**src/rtl/fht_addr_seq.sv**
```systemverilog
// fht_addr_seq: address sequencer for the in-place FHT datapath.
// Issues one quadruple of bank read addresses per clock for a run-time
// selectable transform length. Each read is mirrored as a write PIPE_LAT
// cycles later into the opposite ping-pong bank set. The sequencer also
// supplies the coefficient ROM address and the stage flags.
module fht_addr_seq #(
    parameter int A_BIT    = 8,
    parameter int PIPE_LAT = 3
) (
    input  logic             iCLK,
    input  logic             iRESET,
    input  logic             iSTART,
    input  logic [3:0]       iLOG2N,
    input  logic             iHOLD,
    output logic             oRDY,
    output logic             oDONE,
    output logic             oERR,
    output logic [3:0]       oSTAGE,
    output logic             oST_ZERO,
    output logic             oST_LAST,
    output logic             oSRC,
    output logic [A_BIT-1:0] oADDR_RD_0,
    output logic [A_BIT-1:0] oADDR_RD_1,
    output logic [A_BIT-1:0] oADDR_RD_2,
    output logic [A_BIT-1:0] oADDR_RD_3,
    output logic [A_BIT-1:0] oADDR_WR_0,
    output logic [A_BIT-1:0] oADDR_WR_1,
    output logic [A_BIT-1:0] oADDR_WR_2,
    output logic [A_BIT-1:0] oADDR_WR_3,
    output logic             oWE_A,
    output logic             oWE_B,
    output logic [A_BIT-1:0] oADDR_COEF
);

    typedef enum logic [1:0] {IDLE, RUN, DRAIN, DONE} state_t;

    localparam logic [3:0]     MAX_LOG2N = 4'(A_BIT + 2);
    localparam logic [A_BIT:0] ONE_W     = 1;
    localparam logic [A_BIT-1:0] ONE_A   = 1;
    localparam logic [2:0]     DRAIN_END = 3'(PIPE_LAT - 1);

    state_t           state, state_nxt;
    logic [3:0]       log2n, log2n_nxt;
    logic [3:0]       stage, stage_nxt;
    logic [A_BIT-1:0] rd_cnt, rd_cnt_nxt;
    logic [2:0]       drain_cnt, drain_cnt_nxt;

    logic             legal;
    logic [A_BIT:0]   len_full;
    logic [A_BIT-1:0] last_cnt;
    logic             last_stage;
    logic [3:0]       shift;
    logic [A_BIT-1:0] half;
    logic [A_BIT-1:0] sector;
    logic [A_BIT-1:0] rd_addr [4];
    logic [A_BIT-1:0] coef;
    logic             rd_valid;

    logic [A_BIT-1:0] dl_addr [PIPE_LAT][4];
    logic [PIPE_LAT-1:0] dl_valid;
    logic             wr_valid;

    assign legal      = (iLOG2N >= 4'd3) && (iLOG2N <= MAX_LOG2N);
    assign len_full   = ONE_W << (log2n - 4'd2);
    assign last_cnt   = A_BIT'(len_full - 1'b1);
    assign last_stage = (stage == log2n - 4'd2);
    assign shift      = log2n - 4'd1 - stage;
    assign half       = ONE_A << (shift - 4'd1);
    assign sector     = rd_cnt >> shift;
    assign rd_valid   = (state == RUN);

    // State and counter registers; a frozen cycle keeps everything as is
    always_ff @(posedge iCLK) begin
        if (iRESET) begin
            state     <= IDLE;
            log2n     <= '0;
            stage     <= '0;
            rd_cnt    <= '0;
            drain_cnt <= '0;
        end else begin
            state     <= state_nxt;
            log2n     <= log2n_nxt;
            stage     <= stage_nxt;
            rd_cnt    <= rd_cnt_nxt;
            drain_cnt <= drain_cnt_nxt;
        end
    end

    // Frame sequencing: read sweep, pipeline drain, next stage or finish
    always_comb begin
        state_nxt     = state;
        log2n_nxt     = log2n;
        stage_nxt     = stage;
        rd_cnt_nxt    = rd_cnt;
        drain_cnt_nxt = drain_cnt;
        if (!iHOLD) begin
            case (state)
                IDLE: begin
                    if (iSTART && legal) begin
                        state_nxt  = RUN;
                        log2n_nxt  = iLOG2N;
                        stage_nxt  = '0;
                        rd_cnt_nxt = '0;
                    end
                end
                RUN: begin
                    if (rd_cnt == last_cnt) begin
                        state_nxt     = DRAIN;
                        rd_cnt_nxt    = '0;
                        drain_cnt_nxt = '0;
                    end else begin
                        rd_cnt_nxt = rd_cnt + 1'b1;
                    end
                end
                DRAIN: begin
                    if (drain_cnt == DRAIN_END) begin
                        drain_cnt_nxt = '0;
                        if (last_stage) begin
                            state_nxt = DONE;
                        end else begin
                            state_nxt = RUN;
                            stage_nxt = stage + 4'd1;
                        end
                    end else begin
                        drain_cnt_nxt = drain_cnt + 3'd1;
                    end
                end
                DONE: begin
                    state_nxt = IDLE;
                    stage_nxt = '0;
                end
                default: state_nxt = IDLE;
            endcase
        end
    end

    // Read and coefficient addresses; butterfly partners differ by half a span
    always_comb begin
        for (int b = 0; b < 4; b++) rd_addr[b] = '0;
        coef = '0;
        if (state == RUN) begin
            rd_addr[0] = rd_cnt;
            rd_addr[2] = rd_cnt;
            if (stage == 4'd0) begin
                rd_addr[1] = rd_cnt;
                rd_addr[3] = rd_cnt;
            end else begin
                rd_addr[1] = rd_cnt ^ half;
                rd_addr[3] = rd_cnt ^ half;
                for (int i = 0; i < A_BIT; i++) coef[i] = sector[A_BIT-1-i];
            end
        end
    end

    // Write delay line; slots only take a new address when a valid read arrives
    always_ff @(posedge iCLK) begin
        if (iRESET) begin
            dl_valid <= '0;
            for (int i = 0; i < PIPE_LAT; i++)
                for (int b = 0; b < 4; b++) dl_addr[i][b] <= '0;
        end else if (!iHOLD) begin
            dl_valid[0] <= rd_valid;
            if (rd_valid)
                for (int b = 0; b < 4; b++) dl_addr[0][b] <= rd_addr[b];
            for (int i = 1; i < PIPE_LAT; i++) begin
                dl_valid[i] <= dl_valid[i-1];
                if (dl_valid[i-1])
                    for (int b = 0; b < 4; b++) dl_addr[i][b] <= dl_addr[i-1][b];
            end
        end
    end

    assign wr_valid   = dl_valid[PIPE_LAT-1];
    assign oRDY       = (state == IDLE);
    assign oDONE      = (state == DONE);
    assign oERR       = (state == IDLE) && iSTART && !iHOLD && !legal;
    assign oSTAGE     = stage;
    assign oST_ZERO   = (state != IDLE) && (stage == 4'd0);
    assign oST_LAST   = (state != IDLE) && last_stage;
    assign oSRC       = stage[0];
    assign oADDR_RD_0 = rd_addr[0];
    assign oADDR_RD_1 = rd_addr[1];
    assign oADDR_RD_2 = rd_addr[2];
    assign oADDR_RD_3 = rd_addr[3];
    assign oADDR_WR_0 = dl_addr[PIPE_LAT-1][0];
    assign oADDR_WR_1 = dl_addr[PIPE_LAT-1][1];
    assign oADDR_WR_2 = dl_addr[PIPE_LAT-1][2];
    assign oADDR_WR_3 = dl_addr[PIPE_LAT-1][3];
    assign oWE_B      = wr_valid && !oSRC && !iHOLD;
    assign oWE_A      = wr_valid && oSRC && !iHOLD;
    assign oADDR_COEF = coef;

endmodule
```
**config.mk**
```make
export PLATFORM = sky130hd
export DESIGN_NAME = fht_addr_seq
export DESIGN_NICKNAME = d
export VERILOG_FILES = /design/src/rtl/fht_addr_seq.sv
export SDC_FILE = /design/constraint.sdc
export NUM_CORES = 1
export LEC_CHECK = 0
export ABC_AREA = 1
export CORE_ASPECT_RATIO = 1.1
export CORE_MARGIN = 8
export CORE_UTILIZATION = 40
export DETAILED_ROUTE_END_ITERATION = 8
export PLACE_DENSITY = 0.62
export SLEW_MARGIN = 10
export SYNTH_ARGS = -nofsm -noshare
export SYNTH_HDL_FRONTEND = slang
export SYNTH_SLANG_ARGS = --single-unit
```
**constraint.sdc**
```tcl
create_clock -name iCLK -period 6 [get_ports iCLK]
set_input_delay 0.6 -clock iCLK [delete_from_list [all_inputs] [get_ports iCLK]]
set_output_delay 0.6 -clock iCLK [all_outputs]
set_load 0.02 [all_outputs]
```
==> results list <==
- Adder and majority cell fraction of the synthesized area: 0.0444
* Pre-CTS setup slack: 1.71 ns
- The longest clock path from root to sink contains 2 buffers.
- Mux contribution to synthesized area: 0
- met2 is the most crowded layer.
* Post-CTS resize count: 0
* Period minus WS final: 4.67 ns
- Synth warn: 0
- The via count of the first global-routing pass is 3493.
* EDFF count, synth: 48
- Among cell families on the critical path, the largest total delay comes from buffers and inverters.
- Dpl hpwl: about 8200 um
- The share of synthesized area in the top cell type comes to 0.328.
- Dividing total power by cell area gives a power density of 253 mW/mm^2.
- Fill cell count: between 1000 and 1500
* Maximum level of the CTS H-tree: 3
- For this run, the total global-route usage over all layers was measured as 0.144.
* Largest net degree at the start of global routing: 19
* First-pass GRT wire length: ~17000 um
* TritonCTS clock tree: built
- Summing all placed instances gives a cell area of a little over 0.005 mm^2.
* Total core area: roughly 0.011 mm^2
* First-pass DRT Iterations: 5
- In this run the mean area of a mapped cell was slightly below 8 um^2.
* CP max stage cell: sky130_fd_sc_hd__fa_1
- Max-cap violation count: 0
- Crit end category: output pin
- Critical path startpoint category: register
* Number of setup buffers added after CTS: 0
- Final Hold Fails: 0
- In this run the core area contains 40 standard-cell rows.
- Dividing the detail-routed via count by the number of cells gives roughly 4.7.
* Commonest register cell after synthesis: sky130_fd_sc_hd__edfxtp_1
- DRC errors left: 0
- The signal on the critical path passes through inv_1 > ha_1 > inv_1 > fa_1 > inv_1 > nor2_1 > inv_1 > nor2_1 > xor2_2 > nand3_1 > xor2_1 > nor2_1 > clkdlybuf4s50_1.
- Clk sinks: between 70 and 80
- The number of clock buffers added by TritonCTS is 9.
* Cells taking the most area after synthesis: sky130_fd_sc_hd__edfxtp_1 (33%), sky130_fd_sc_hd__dfxtp_1 (11%), sky130_fd_sc_hd__nor2_1 (8.9%)
* Net count of the finished layout: 629
* GR Util met2: 0.251
- Count of vias placed by the detailed router: 3561
* Type of the worst setup path: register to output pin
- For the pin with the worst max-slew slack, the measured transition is between 0.6 and 0.7 ns.
- Cts-stage hold buffer count: 0
* Post-synthesis net count: 588
* Worst slew margin relative to its limit: 0.559
* Final wirelength: around 10000 um
- Across the VDD grid, the largest voltage drop is about 110 uV.
- Wirelength per Cell: ~14 um
* Result of the run: complete, no violations
- In this run the worst hold path is classified as register to register.
- Most frequent CP cell: sky130_fd_sc_hd__inv_1
- The compound-gate portion of the synthesized area is 0.0550.
- GPL Wtd Cong: a little over 0.9
- Summing every instance area after synthesis gives around 0.0044 mm^2.
- Crit path buf inv count: 5
- Post-synthesis simple-gate area fraction: 0.243
- Master cell of the clock root buffer: sky130_fd_sc_hd__clkbuf_16
- After clock tree synthesis, the clock-pin slew on the worst setup and hold paths is 0.06 ns.
- Setup TNS after final layout: 0 ns
- The design draws about 1.4 mW.
- Among all cell types in the netlist, the one instantiated most often is sky130_fd_sc_hd__nor2_1.
- The floorplan step defined a die boundary enclosing around 0.015 mm^2.
- For this configuration, the core starts out at a cell density of 0.406.
- The repair_antennas step left the layout with diodes totalling 0.
- Summing all non-filler instances in the final layout gives an area of 0.00539 mm^2.
- In the global route stage, met1 resource usage came out at 0.162.
* Worst path required time: 5.40 ns
* Number of nets with antenna violations after detailed routing: 0
- Biggest fanout along the worst timing path: 12
* Async S/R FF share, synth: 0
- Die Y: about 130 um
* Final period utilization: 0.778
- Achievable Freq: 214 MHz
- Initial DRC count: between 150 and 200
- Number of ports placed on the die boundary: around 90
* Clock latency on the worst-skew pair: between 0.3 and 0.4 ns
* Worst stage delay on the critical path: 0.73 ns
- Across the routed clock network, the largest skew measured is between 0.008 and 0.009 ns.
- Of the cells placed in the final design, the portion with a size suffix greater than 1 is 0.0360.
* Number of synthesized register bits: a little over 70
* Xor/xnor share of the synthesized area: 0.0470
- Commonest cells post-synth: sky130_fd_sc_hd__nor2_1 (104), sky130_fd_sc_hd__nand2_1 (90), sky130_fd_sc_hd__inv_1 (89)
- Post-Syn Instances: 565
- Arrival time of data at the critical path endpoint: between 4 and 5 ns
- Leakage power: approximately 2.2 nW
- For met3 alone, demand over resource in global routing was 0.0349.
* Global-route congestion overflow total: 0
* Die width: 116 um
- Setup-violating endpoint count in the final report: 0
* Number of pins exceeding their max-slew limit in the final report: 0
- The initial antenna violation count is 0.
* Dominant combinational cell family by area after synthesis: simple AND/OR/NAND/NOR gates
- Setup repair after global routing missed its margin: false
- Of the synthesized area, sequential elements account for 0.437.
- Yosys top cell by area: sky130_fd_sc_hd__edfxtp_1
- Setup slack on the critical path of the routed design comes to between 1 and 1.5 ns.
- Area grow syn2layout: 22.8%
- Input/output buffers: between 90 and 100
- After synthesis, the netlist uses 28 different library cells.
==> worst paths after layout <==
| kind | start | endpoint | cells past startpoint | slack (ns) |
|---|---|---|---|---|
| setup / recovery | oSTAGE[0] | oADDR_RD_1[7] | 13 | 1.33 |
| hold / removal | dl_valid[0] | dl_valid[0] | 2 | 0.49 |
| setup reg to reg | log2n[1] | rd_cnt[3] | 17 | 2.72 |
| hold reg to reg | dl_valid[0] | dl_valid[0] | 2 | 0.49 |
==> report_power, final <==
part / switching [mW] / internal (mW) / total [mW] / leakage (nW)
sequential: 0.0158 / 0.551 / 0.567 / 0.692
combinational: 0.152 / 0.0756 / 0.228 / 1.31
clock: 0.206 / 0.364 / 0.569 / 0.149
total: 0.374 / 0.990 / 1.36 / 2.15
==> worst reg2reg max path: stages, from the launching register on <==
cell	delay [ns]
sky130_fd_sc_hd__dfxtp_1	0.43
sky130_fd_sc_hd__inv_1	0.15
sky130_fd_sc_hd__ha_1	0.25
sky130_fd_sc_hd__inv_1	0.12
sky130_fd_sc_hd__nand2_1	0.08
sky130_fd_sc_hd__nand2_1	0.32
sky130_fd_sc_hd__nand4_1	0.17
sky130_fd_sc_hd__ha_1	0.33
sky130_fd_sc_hd__xor2_1	0.14
sky130_fd_sc_hd__nand3_1	0.10
sky130_fd_sc_hd__nor2_1	0.12
sky130_fd_sc_hd__nand2_1	0.06
sky130_fd_sc_hd__nor2_1	0.11
sky130_fd_sc_hd__nand3_1	0.15
sky130_fd_sc_hd__a21oi_1	0.25
sky130_fd_sc_hd__inv_1	0.06
sky130_fd_sc_hd__nand2_1	0.22
sky130_fd_sc_hd__nor2_1	0.08
==> cell type report <==
cell class | instances | area [um^2] | share of cell area
Inverter | 92 | 345 | 0.0640
Tap cell | 147 | 184 | 0.0341
Sequential cell | 72 | 1920 | 0.356
Timing Repair Buffer | 91 | 911 | 0.169
Clock buffer | 9 | 225 | 0.0418
Clock inverter | 7 | 96.3 | 0.0179
Multi-Input combinational cell | 340 | 1710 | 0.317
==> metal layers <==
layer / wire (um) / vias up / part of all wire
met3: 780 / 18 / 0.075
met2: 5070 / 116 / 0.49
met1: 4250 / 1607 / 0.41
li1: - / 1820 / -
met4: 250 / 0 / 0.024
met5: 0 / - / 0
==> registers in the layout, summed over array words and instances, names as in the netlist <==
register,flops
drain_cnt,3
dl_addr,48
state,2
rd_cnt,8
oSTAGE,4
log2n,4
dl_valid,3
==> per-stage QoR <==
step | cells | hold WS (ns) | util
final | 758 | 0.492 | 0.499
after CTS | 758 | 0.492 | 0.499
after detailed placement | 742 | 0.481 | 0.469
after global routing | 758 | 0.504 | 0.499
after floorplan | 565 | 0.451 | -
after global placement | 742 | 0.475 | 0.469
==> placed cells by master, fill, tap and decap left out, types with 2 or more instances in the layout <==
master                              n
sky130_fd_sc_hd__xnor2_1            2
sky130_fd_sc_hd__clkinv_4           2
sky130_fd_sc_hd__inv_1             89
sky130_fd_sc_hd__clkinvlp_4         2
sky130_fd_sc_hd__a21oi_1           18
sky130_fd_sc_hd__nand4_1            6
sky130_fd_sc_hd__nor3_1             8
sky130_fd_sc_hd__or2_2              2
sky130_fd_sc_hd__bufinv_16          2
sky130_fd_sc_hd__o21ai_0           21
sky130_fd_sc_hd__clkbuf_16          9
sky130_fd_sc_hd__nand2_1           90
sky130_fd_sc_hd__a2111oi_0          2
sky130_fd_sc_hd__xor2_1            16
sky130_fd_sc_hd__xor2_2             3
sky130_fd_sc_hd__edfxtp_1          48
sky130_fd_sc_hd__ha_1              14
sky130_fd_sc_hd__nand3_1           47
sky130_fd_sc_hd__clkdlybuf4s50_1   91
sky130_fd_sc_hd__clkinv_1           3
sky130_fd_sc_hd__nor2_1           104
sky130_fd_sc_hd__dfxtp_1           24
==> logic make-up (layout without fill, tap and decap cells) <==
family,after synthesis,count (layout)
fa+ha+maj,15,15
simple gates,259,259
buf+inv,153,199
xor+xnor,21,21
compound gates,45,45
flops,72,72
(Power assumes the default switching activity.)
